`config.mk`:
```
export PLATFORM = sky130hd
export DESIGN_NAME = vz_upload
export DESIGN_NICKNAME = d
export VERILOG_FILES = /design/src/rtl/vz_pkg.sv /design/src/rtl/vz_header_rom.sv /design/src/rtl/vz_upload.sv
export SDC_FILE = /design/constraint.sdc
export NUM_CORES = 1
export LEC_CHECK = 0
export ABC_AREA = 0
export BUFFER_PORTS_ARGS = -buffer_cell sky130_fd_sc_hd__buf_2
export CORE_ASPECT_RATIO = 0.8
export CORE_UTILIZATION = 55
export DETAILED_ROUTE_END_ITERATION = 7
export PLACE_DENSITY = 0.77
export SLEW_MARGIN = 20
export SYNTH_ARGS = -nofsm -noshare
export SYNTH_HDL_FRONTEND = slang
export SYNTH_HIERARCHICAL = 1
export SYNTH_SLANG_ARGS = --single-unit
export TNS_END_PERCENT = 30
```
`constraint.sdc`:
```
create_clock -name clk_sys -period 3.9 [get_ports clk_sys]
set_input_delay 0.78 -clock clk_sys [delete_from_list [all_inputs] [get_ports clk_sys]]
set_output_delay 0.78 -clock clk_sys [all_outputs]
set_load 0.005 [all_outputs]
```
`src/rtl/vz_pkg.sv`:
```
// -----------------------------------------------------------------------------
// vz_pkg
// Shared definitions for the VZ upload path: the FSM state encoding, the fixed
// header length, the header text constants and the default Laser310 memory map
// locations used when no override is given.
// Ports: none (package).
// -----------------------------------------------------------------------------
package vz_pkg;

   // Upload sequencer states, in the order a normal session walks through them
   typedef enum logic [2:0] {
      IDLE   = 3'd0,
      PTR_LO = 3'd1,
      PTR_HI = 3'd2,
      CALC   = 3'd3,
      READY  = 3'd4,
      FETCH  = 3'd5,
      DATA   = 3'd6
   } vzState_e;

   // Size of the synthesised VZ header that precedes the program bytes
   localparam int VZ_HDR_LEN = 24;

   // Largest program length that still keeps header + program within 16 bits
   localparam logic [15:0] VZ_MAX_PROG_LEN = 16'hFFE7;

   // "VZF0" with byte 0 in the least significant position
   localparam logic [31:0] VZ_MAGIC = 32'h30_46_5A_56;

   // "LASER310" with byte 0 in the least significant position
   localparam logic [63:0] VZ_NAME = 64'h30_31_33_52_45_53_41_4C;

   // Laser310 BASIC program area and the system variable holding its end
   localparam logic [15:0] VZ_DEFAULT_START_ADDR = 16'h7AE9;
   localparam logic [15:0] VZ_DEFAULT_END_PTR    = 16'h78F9;
   localparam logic [7:0]  VZ_DEFAULT_FILE_TYPE  = 8'hF0;

endpackage

```
`src/rtl/vz_header_rom.sv`:
```
// -----------------------------------------------------------------------------
// vz_header_rom
// Combinational lookup of the 24-byte VZ file header.
//   offset_i [4:0]  header byte offset (0..23; larger offsets read as 00)
//   data_o   [7:0]  header byte at that offset
// Layout: "VZF0", "LASER310" padded with zeros to 17 bytes, file type byte,
// then the little-endian load address.
// -----------------------------------------------------------------------------
module vz_header_rom
   import vz_pkg::*;
#(
   parameter logic [7:0]  FILE_TYPE  = VZ_DEFAULT_FILE_TYPE,
   parameter logic [15:0] START_ADDR = VZ_DEFAULT_START_ADDR
) (
   input  logic [4:0] offset_i,
   output logic [7:0] data_o
);

   logic [2:0] nameIdx;

   // The filename starts at offset 4; a 3-bit subtraction maps offsets 4..11
   // onto name characters 0..7 without needing the upper offset bits.
   assign nameIdx = offset_i[2:0] - 3'd4;

   // Select magic, filename, padding, type byte or load address by offset range
   always_comb begin
      data_o = 8'h00;
      if (offset_i < 5'd4) begin
         data_o = VZ_MAGIC[{offset_i[1:0], 3'b000} +: 8];
      end else if (offset_i < 5'd12) begin
         data_o = VZ_NAME[{nameIdx, 3'b000} +: 8];
      end else if (offset_i == 5'd21) begin
         data_o = FILE_TYPE;
      end else if (offset_i == 5'd22) begin
         data_o = START_ADDR[7:0];
      end else if (offset_i == 5'd23) begin
         data_o = START_ADDR[15:8];
      end
   end

endmodule

```
`src/rtl/vz_upload.sv`:
```
// -----------------------------------------------------------------------------
// vz_upload
// Streams the Laser310 BASIC program out of main RAM as a .VZ file during an
// hps_io upload session. The header is synthesised, the file size comes from
// the BASIC end pointer, and program bytes are fetched on demand while the
// host is held off with ioctl_wait.
//   clk_sys       system clock
//   reset         synchronous active-high reset
//   ioctl_upload  upload session active (level)
//   ioctl_rd      one-cycle read strobe for the byte at ioctl_addr
//   ioctl_addr    file byte offset
//   ioctl_din     byte returned to the host (holds between reads)
//   ioctl_wait    host must stall while high
//   ram_addr      RAM read address
//   ram_rd        RAM read strobe, data valid one cycle later on ram_dout
//   ram_dout      RAM read data
//   upload_size   header + program length in bytes
//   size_valid    upload_size is meaningful
//   busy          sequencer is not idle
// All outputs come straight from registers.
// -----------------------------------------------------------------------------
module vz_upload
   import vz_pkg::*;
#(
   parameter logic [15:0] START_ADDR = VZ_DEFAULT_START_ADDR,
   parameter logic [15:0] END_PTR    = VZ_DEFAULT_END_PTR,
   parameter logic [7:0]  FILE_TYPE  = VZ_DEFAULT_FILE_TYPE
) (
   input  logic        clk_sys,
   input  logic        reset,
   input  logic        ioctl_upload,
   input  logic        ioctl_rd,
   input  logic [15:0] ioctl_addr,
   output logic [7:0]  ioctl_din,
   output logic        ioctl_wait,
   output logic [15:0] ram_addr,
   output logic        ram_rd,
   input  logic [7:0]  ram_dout,
   output logic [15:0] upload_size,
   output logic        size_valid,
   output logic        busy
);

   localparam logic [15:0] HDR_LEN = 16'(VZ_HDR_LEN);

   vzState_e    state_q, state_d;
   logic        uploadPrev_q;
   logic [7:0]  endLo_q;

   logic [7:0]  din_q, din_d;
   logic        wait_q, wait_d;
   logic [15:0] ramAddr_q, ramAddr_d;
   logic        ramRd_q, ramRd_d;
   logic [15:0] size_q, size_d;
   logic        sizeValid_q, sizeValid_d;
   logic        busy_q, busy_d;

   logic        uploadRise;
   logic        isHeader;
   logic        isProgram;
   logic [15:0] endPtr;
   logic [15:0] progLen;
   logic [7:0]  hdrByte;

   vz_header_rom #(
      .FILE_TYPE  (FILE_TYPE),
      .START_ADDR (START_ADDR)
   ) headerRom (
      .offset_i (ioctl_addr[4:0]),
      .data_o   (hdrByte)
   );

   assign uploadRise = ioctl_upload & ~uploadPrev_q;
   assign isHeader   = (ioctl_addr < HDR_LEN);
   assign isProgram  = !isHeader && (ioctl_addr < size_q);

   // The high pointer byte is on ram_dout during CALC, so the length is formed
   // from it directly and committed to size_q on the way into READY.
   assign endPtr = {ram_dout, endLo_q};

   // Program length: empty when the end pointer does not lie past the start,
   // and clamped so that adding the header cannot wrap 16 bits.
   always_comb begin
      progLen = 16'h0000;
      if (endPtr > START_ADDR) begin
         progLen = endPtr - START_ADDR;
         if (progLen > VZ_MAX_PROG_LEN) begin
            progLen = VZ_MAX_PROG_LEN;
         end
      end
   end

   // State register plus the delayed upload level used for edge detection
   always_ff @(posedge clk_sys) begin
      if (reset) begin
         state_q      <= IDLE;
         uploadPrev_q <= 1'b0;
      end else begin
         state_q      <= state_d;
         uploadPrev_q <= ioctl_upload;
      end
   end

   // Next-state logic; losing the upload level abandons whatever is in flight
   always_comb begin
      state_d = state_q;
      if (!ioctl_upload) begin
         state_d = IDLE;
      end else begin
         case (state_q)
            IDLE:    if (uploadRise) state_d = PTR_LO;
            PTR_LO:  state_d = PTR_HI;
            PTR_HI:  state_d = CALC;
            CALC:    state_d = READY;
            READY:   if (ioctl_rd && isProgram) state_d = FETCH;
            FETCH:   state_d = DATA;
            DATA:    state_d = READY;
            default: state_d = IDLE;
         endcase
      end
   end

   // Output next values are decoded from the upcoming state so that every
   // output can be a plain register and an aborted read never pulses ram_rd.
   always_comb begin
      din_d       = din_q;
      wait_d      = 1'b0;
      ramAddr_d   = 16'h0000;
      ramRd_d     = 1'b0;
      size_d      = size_q;
      sizeValid_d = sizeValid_q;
      busy_d      = (state_d != IDLE);
      case (state_d)
         IDLE: begin
            din_d       = 8'h00;
            size_d      = 16'h0000;
            sizeValid_d = 1'b0;
         end
         PTR_LO: begin
            wait_d    = 1'b1;
            ramRd_d   = 1'b1;
            ramAddr_d = END_PTR;
         end
         PTR_HI: begin
            wait_d    = 1'b1;
            ramRd_d   = 1'b1;
            ramAddr_d = END_PTR + 16'd1;
         end
         CALC: begin
            wait_d = 1'b1;
         end
         READY: begin
            if (state_q == CALC) begin
               size_d      = HDR_LEN + progLen;
               sizeValid_d = 1'b1;
            end else if (state_q == DATA) begin
               din_d = ram_dout;
            end else if (ioctl_rd) begin
               din_d = isHeader ? hdrByte : 8'h00;
            end
         end
         FETCH: begin
            wait_d    = 1'b1;
            ramRd_d   = 1'b1;
            ramAddr_d = START_ADDR + ioctl_addr - HDR_LEN;
         end
         DATA: begin
            wait_d = 1'b1;
         end
         default: begin
            din_d = din_q;
         end
      endcase
   end

   // Output registers
   always_ff @(posedge clk_sys) begin
      if (reset) begin
         din_q       <= 8'h00;
         wait_q      <= 1'b0;
         ramAddr_q   <= 16'h0000;
         ramRd_q     <= 1'b0;
         size_q      <= 16'h0000;
         sizeValid_q <= 1'b0;
         busy_q      <= 1'b0;
      end else begin
         din_q       <= din_d;
         wait_q      <= wait_d;
         ramAddr_q   <= ramAddr_d;
         ramRd_q     <= ramRd_d;
         size_q      <= size_d;
         sizeValid_q <= sizeValid_d;
         busy_q      <= busy_d;
      end
   end

   // Low end-pointer byte arrives on ram_dout while in PTR_HI
   always_ff @(posedge clk_sys) begin
      if (reset) begin
         endLo_q <= 8'h00;
      end else if (state_q == PTR_HI) begin
         endLo_q <= ram_dout;
      end
   end

   assign ioctl_din   = din_q;
   assign ioctl_wait  = wait_q;
   assign ram_addr    = ramAddr_q;
   assign ram_rd      = ramRd_q;
   assign upload_size = size_q;
   assign size_valid  = sizeValid_q;
   assign busy        = busy_q;

endmodule

```
Yosys cells after proc, flatten, opt, wreduce, memory -nomap -nowiden
Cells that the tools add are included.
- register bits after elaboration: 56
- bits of input ports: 28
- output and inout port bits: 44
- logic and storage cells: 78
- add/subtract/negate cells: 5
- magnitude comparators: 6
- equality and inequality tests: 18
- shift operators: 2
- muxes and demuxes: 23
- bitwise logic cells: 2
- reductions and logical operators: 12
- operators with widths (cell ; number):
    $mux W8 ; 8
    $shiftx A64 B7 Y8 const A ; 1
    $mux W16 ; 3
    $pmux W16 S3 ; 1
    $pmux W16 S2 ; 1
    $shiftx A32 B6 Y8 const A ; 1
    $eq A3 B3 Y1 const B ; 6
    $pmux W3 S6 ; 1
    $add A15 B16 Y16 const A ; 1
    $add A5 B16 Y16 const A ; 1
    $gt A16 B15 Y1 const B ; 1
    $gt A16 B16 Y1 const B ; 1
    $lt A16 B16 Y1 ; 1
    $lt A16 B5 Y1 const B ; 1
    $pmux W8 S2 ; 1
    $sub A16 B15 Y16 const B ; 1
    $sub A16 B5 Y16 const B ; 1
    $eq A5 B5 Y1 const B ; 3
    $eq A3 B2 Y1 const B ; 4
    $mux W3 ; 3
    $mux W7 ; 1
    $eq A3 B1 Y1 const B ; 2
    $logic_not A3 Y1 ; 2
    $lt A5 B3 Y1 const B ; 1
    other kinds (17) ; 21

Logic depth before layout (Yosys ltp)
- depth after elaboration: 11
- depth in mapped cells: 15
- depth with buffers taken out: 14

Hierarchy
The synthesis kept the hierarchy.
- by module, submodules not included (module ; times used ; cells an instance ; area each (sq um) ; sequential area each (sq um)):
    vz_upload ; 1 ; 439 ; 3585.9 ; 1121.1
    vz_header_rom ; 1 ; 43 ; 320.3 ; 0.0

Worst setup path after synthesis
Ideal clock, no wire load.
- kind: input-to-reg
- from: input port ram_dout[3]
- to: register size_q[13], in the netlist upload_size[13]
- library setup time: 121 ps
- arrival time: 3074 ps
- required time: 3779 ps
- path slack: 705 ps
- stages: 13
- buffers on the path: 1
- cells stage by stage: clkbuf_1 nand2_1 nor2_1 a21oi_2 a21oi_1 o21ai_0 ha_1 nor2b_1 nand3_1 o21ai_0 nor3b_2 xnor2_1 o21ai_1
- longest elaborated chain between the ends: 7
- elaborated cells between the ends (all ways): 8
- classes of those cells: add/sub (2); order compare (2); mux (4)
- ends and longest elaborated chain (what ; RTL line ; source):
    start: declaration ; vz_upload.sv:38 ; input logic [7:0] ram_dout,
    $sub A16 B15 Y16 ; vz_upload.sv:86 ; progLen = endPtr - START_ADDR;
    $gt A16 B16 Y1 ; vz_upload.sv:87 ; if (progLen > VZ_MAX_PROG_LEN) begin
    $mux W16 ; vz_upload.sv:87 ;
    $mux W16 * ; vz_upload.sv:85 ; if (endPtr > START_ADDR) begin
    $add A5 B16 Y16 * ; vz_upload.sv:154 ; size_d = HDR_LEN + progLen;
    $mux W16 * ; vz_upload.sv:153 ; if (state_q == CALC) begin
    $pmux W16 S2 * ; vz_upload.sv:133 ; case (state_d)
    end signal: assignment ; vz_upload.sv:191 ; size_q <= size_d;
    end: declaration ; vz_upload.sv:54 ; logic [15:0] size_q, size_d;
Mark *: on every way between the ends. The rest lies on a longest branch, timed or not. The select of a mux whose other input is x is not followed.
A chain may end at the register's enable or synchronous reset.

Worst setup path in the final report
- from: register endLo_q[0]
- to: register size_q[13], in the netlist upload_size[13]
- longest elaborated chain between the ends: 7
- elaborated cells between the ends (all ways): 8
- classes of those cells: add/sub (2); order compare (2); mux (4)
- ends and longest elaborated chain (what ; RTL line ; source):
    start: declaration ; vz_upload.sv:48 ; logic [7:0] endLo_q;
    start signal: assignment ; vz_upload.sv:202 ; endLo_q <= ram_dout;
    $sub A16 B15 Y16 ; vz_upload.sv:86 ;
    $gt A16 B16 Y1 ; vz_upload.sv:87 ;
    $mux W16 ; vz_upload.sv:87 ;
    $mux W16 * ; vz_upload.sv:85 ;
    $add A5 B16 Y16 * ; vz_upload.sv:154 ;
    $mux W16 * ; vz_upload.sv:153 ;
    $pmux W16 S2 * ; vz_upload.sv:133 ;
Marked as above.

==> results.md <==
- The worst hold path terminates at upload_size[10].
- After routing the design area is 4340 um2.
- Using the TritonRoute via totals, the vias-per-cell ratio works out to 6.12.
- The register clock-pin slew on the reported worst setup and hold paths is 0.11 ns.
- The die area is 7450 um2.
- The worst hold-check path type is reg2reg.
- The final reports fail on DRC.
- Yosys mapped a number of flops with a built-in enable equal to 0.
- Traced cell by cell, the critical path runs through inv_1, ha_1, nand2b_4, a21o_1, a21oi_2, a21oi_2, o21ai_0, ha_1, nor2b_1, nand3_1, o21ai_0, nor3b_2, xnor2_1, o21ai_1.
- For this run, the number of Yosys warnings is 6.
- In this run, flip-flops and latches consume 53.1% of the power.
- The netlist uses 69 different library cells.
- The CTS sink count is 56.
- The number of clock buffers inserted by TritonCTS is 5.
- VDD sags by at most 0.000145 V.
- The number of antenna diodes in the final layout is 0.
- The global-route wire length before repair is 17.4 mm.
- The layout cell share with drive strength beyond 1 is 20.8%.
- The power dissipated by switching net loads is 0.000320 W.
- For the pin with the worst max-slew slack, the measured transition is 0.719 ns.
- The top achievable clock speed is 291 MHz.
- The clock arrives with 0.0149 ns of skew.
- The final layout contains routed wiring with a total length of 10.6 mm.
- Ranked by instance count, the synthesized netlist is headed by dfxtp_1, nand2_1, nor2_1.
- The final critical-path required period is 3.44 ns.
- Counting instances, the worst hold path has a depth of 2.
- The floorplan die height is 77.4 um.
- The data arrival time of the critical path is 3.64 ns.
- Global routing used 30.0% of the available tracks across all layers.
- The clock tree synthesis step divided the H-tree into 2 levels.
- STA classifies the critical path endpoint as a flip-flop.
- The buffers inserted during post-CTS setup optimization is 0.
- The endpoint identified for the worst register-to-register timing path is upload_size[13].
- In this run switching power makes up 29.0% of total power.
- The worst register-to-register path has a setup slack of 0.46 ns.
- For the worst setup path, the data required time is 4.10 ns.
- For this run, the leading register cell type out of synthesis is dfxtp_1.
- The worst pin sits at a relative slew slack of 51.6%.
- The I/O pin total is 72.
- dfxtp_1 takes more of the synthesized area than any other cell.
- The DRC violation total after the first TritonRoute iteration is 310.
- Buffers inserted to repair hold after CTS numbered 0.
- The later pin in the worst-skew pair is clocked with a latency of 0.32 ns.
- Summed over all failing endpoints, the final setup total negative slack is 0 ns.
- The slowest cell on the critical path is dfxtp_1.
- The most critical setup path has its startpoint at endLo_q[0].
- In this run the power density over the cells is 255 nW/um2.
- The floorplan core area is 6890 um2.
- The startpoint identified for the worst hold timing path is upload_size[10].
- The number of failing hold endpoints at the final stage is 0.
- The worst register-to-register path has a depth of 14.
- Fill cells in the final layout number 643.
- For this run, the detailed router's first-pass iteration total came to 7.
- The total overflow reported by the global router is 0.
- The fraction of synthesized cell area taken by the top area cell type is 28.7%.
- The global placer's final weighted congestion is 0.955.
- The count of non-filler cells in the finished layout is 621.
- The floorplan step set the die width to 96.2 um.
- The number of antenna violations at the first check in global routing is 0.
- The total number of nets in the final design is 587.
- On the worst path, the slowest cell contributes a delay of 0.54 ns.
- The cell sitting at the root of the clock tree is a clkbuf_8.
- Of all nets on the critical path, the largest fanout is 11.
- In this run, the combinational gates consume 19.0% of the power.
- Entering global routing, the biggest net connects 22 pins.
- The internal power component is 0.000786 W.
- The power consumption is 0.00111 W.
- The half-perimeter wire length of the detailed placement result is 8.10 mm.
- The clock passes through at most 2 buffers.
- The detail route stage leaves a number of antenna-violating nets equal to 0.
- The synthesized design contains 56 register bits.
- After floorplanning, the core was divided into 27 placement rows.
- The number of nets handed over by synthesis was 535.
- The total cell area at the placement stage is 4260 um2.
- The TritonCTS clock tree is built.
- The number of max-slew violations in the final report is 0.
- The startpoint of the worst-slack reg-to-reg timing path is endLo_q[0].
- The number of standard cells after synthesis is 482.
- The detailed-route via count is 3,801.
- The synthesized area per cell is 8.10 um2.
- The number of placed instances, taps included, is 614.
- Setup violations remaining at the end of the flow were counted as 0.
- After synthesis, the share of flip-flops with an asynchronous set or reset is 0%.
- For this design the static power due to leakage is 1.76 nW.
- Relative to the synthesized area, the layout overhead comes to 11.1%.
- The worst setup path is of the reg2reg kind.
- Once the floorplan was initialized, standard cells occupied 56.7% of the core.
- Sorting the synthesized cells by area gives the leading types as dfxtp_1, ha_1, nand2_1.
- Summing every instance area after synthesis gives 3910 um2.
- The final critical path takes up 88.3% of the cycle.
- The run finished, with violations left.
- The count of buffers added on input and output ports is 71.
- The clock network fraction of total power is 27.9%.
- The mean routed wirelength per cell is 17.0 um.
- The type of origin of the critical path is a flip-flop.
- The leading cell type by number of instances after synthesis is dfxtp_1.
- Final hold analysis gives a worst-case slack of 0.478 ns.
- The remaining routing DRC violations is 2.
- The max capacitance violation total is 0.
- The via count of the first global-routing pass came to 3,485.
- Setup repair after global routing left no endpoint under its margin.
- The sequential fraction of the synthesis area is 28.7%.
[cell usage in the layout, fill, tap and decap left out, drive strengths merged, types with 18 or more instances in the layout]
cell type and instances:
a22o 18, ha 25, inv 29, o21ai 24, nand2 51, a21oi 30, xnor2 19, nor2 36
buf 76, dfxtp 56
[state kept, by name, indices dropped and copies added, names as in the netlist]
name / count
ram_addr: 16
upload_size: 16
endLo_q: 8
ioctl_din: 8
state_q: 3
busy: 1
ioctl_wait: 1
ram_rd: 1
size_valid: 1
uploadPrev_q: 1
[timing repair]
| action | 4_1_cts | 5_1_grt |
|---|---|---|
| gates resized for setup | 0 | 1 |
| endpoints found under the setup margin | 0 | 4 |
| endpoints found under the hold margin | 0 | 0 |
[critical path: cells and delay by family, from the launching register on]
kind	cells	cell delay (ns)
compound gates	6	1.30
fa+ha+maj	2	0.59
buf+inv	1	0.11
flops	1	0.54
simple gates	4	0.63
xor+xnor	1	0.14
[kinds of logic after synthesis]
family          after synthesis  synth area share [%]
flops                        56                  28.7
compound gates              132                  24.4
fa+ha+maj                    25                  8.01
buf+inv                      60                  6.63
xor+xnor                     30                  6.73
mux                           1                 0.256
simple gates                178                  25.2
[power groups by stage]
stage	combinational, W	sequential [W]	clock [W]
floorplan	0.000142	0.000598	0
global placement	0.000201	0.000600	0
detailed placement	0.000206	0.000601	0
CTS	0.000207	0.000588	0.000313
global route	0.000232	0.000590	0.000341
finish	0.000210	0.000588	0.000308
[how the worst max path moves through the flow]
| stage | endpoint | slack, ns | cells after the start |
|---|---|---|---|
| floorplan | upload_size[13] | 0.71 | 13 |
| global placement | upload_size[13] | 0.43 | 13 |
| detailed placement | upload_size[13] | 0.26 | 13 |
| CTS | upload_size[13] | 0.28 | 14 |
| global route | upload_size[13] | 0.06 | 14 |
| finish | upload_size[13] | 0.46 | 14 |
[stage by stage]
step / setup WS (ns) / utilization, %
floorplan: 0.705 / -
global placement: 0.428 / 61.8
detailed placement: 0.257 / 61.8
CTS: 0.280 / 62.9
global route: 0.0641 / 63.0
finish: 0.458 / 63.0
[metal layers]
metal	up-vias	global-route usage [%]	wire, um
met5	-	0	0
met4	0	7.91	170
met3	19	4.31	887
met2	180	46.0	4610
met1	1782	43.5	4910
li1	1820	-	-
[final cells by class]
type                    count  area [um2]  area share (%)
multi-input cells         366        2530            58.3
flip-flops and latches     56        1120            25.8
repair buffers             76         393            9.05
inverters                  29         109            2.51
well taps                  87         109            2.51
clock buffers               6        72.6            1.67
clock inverters             1        5.00           0.115
No activity file was read; power rests on OpenSTA's default activity.
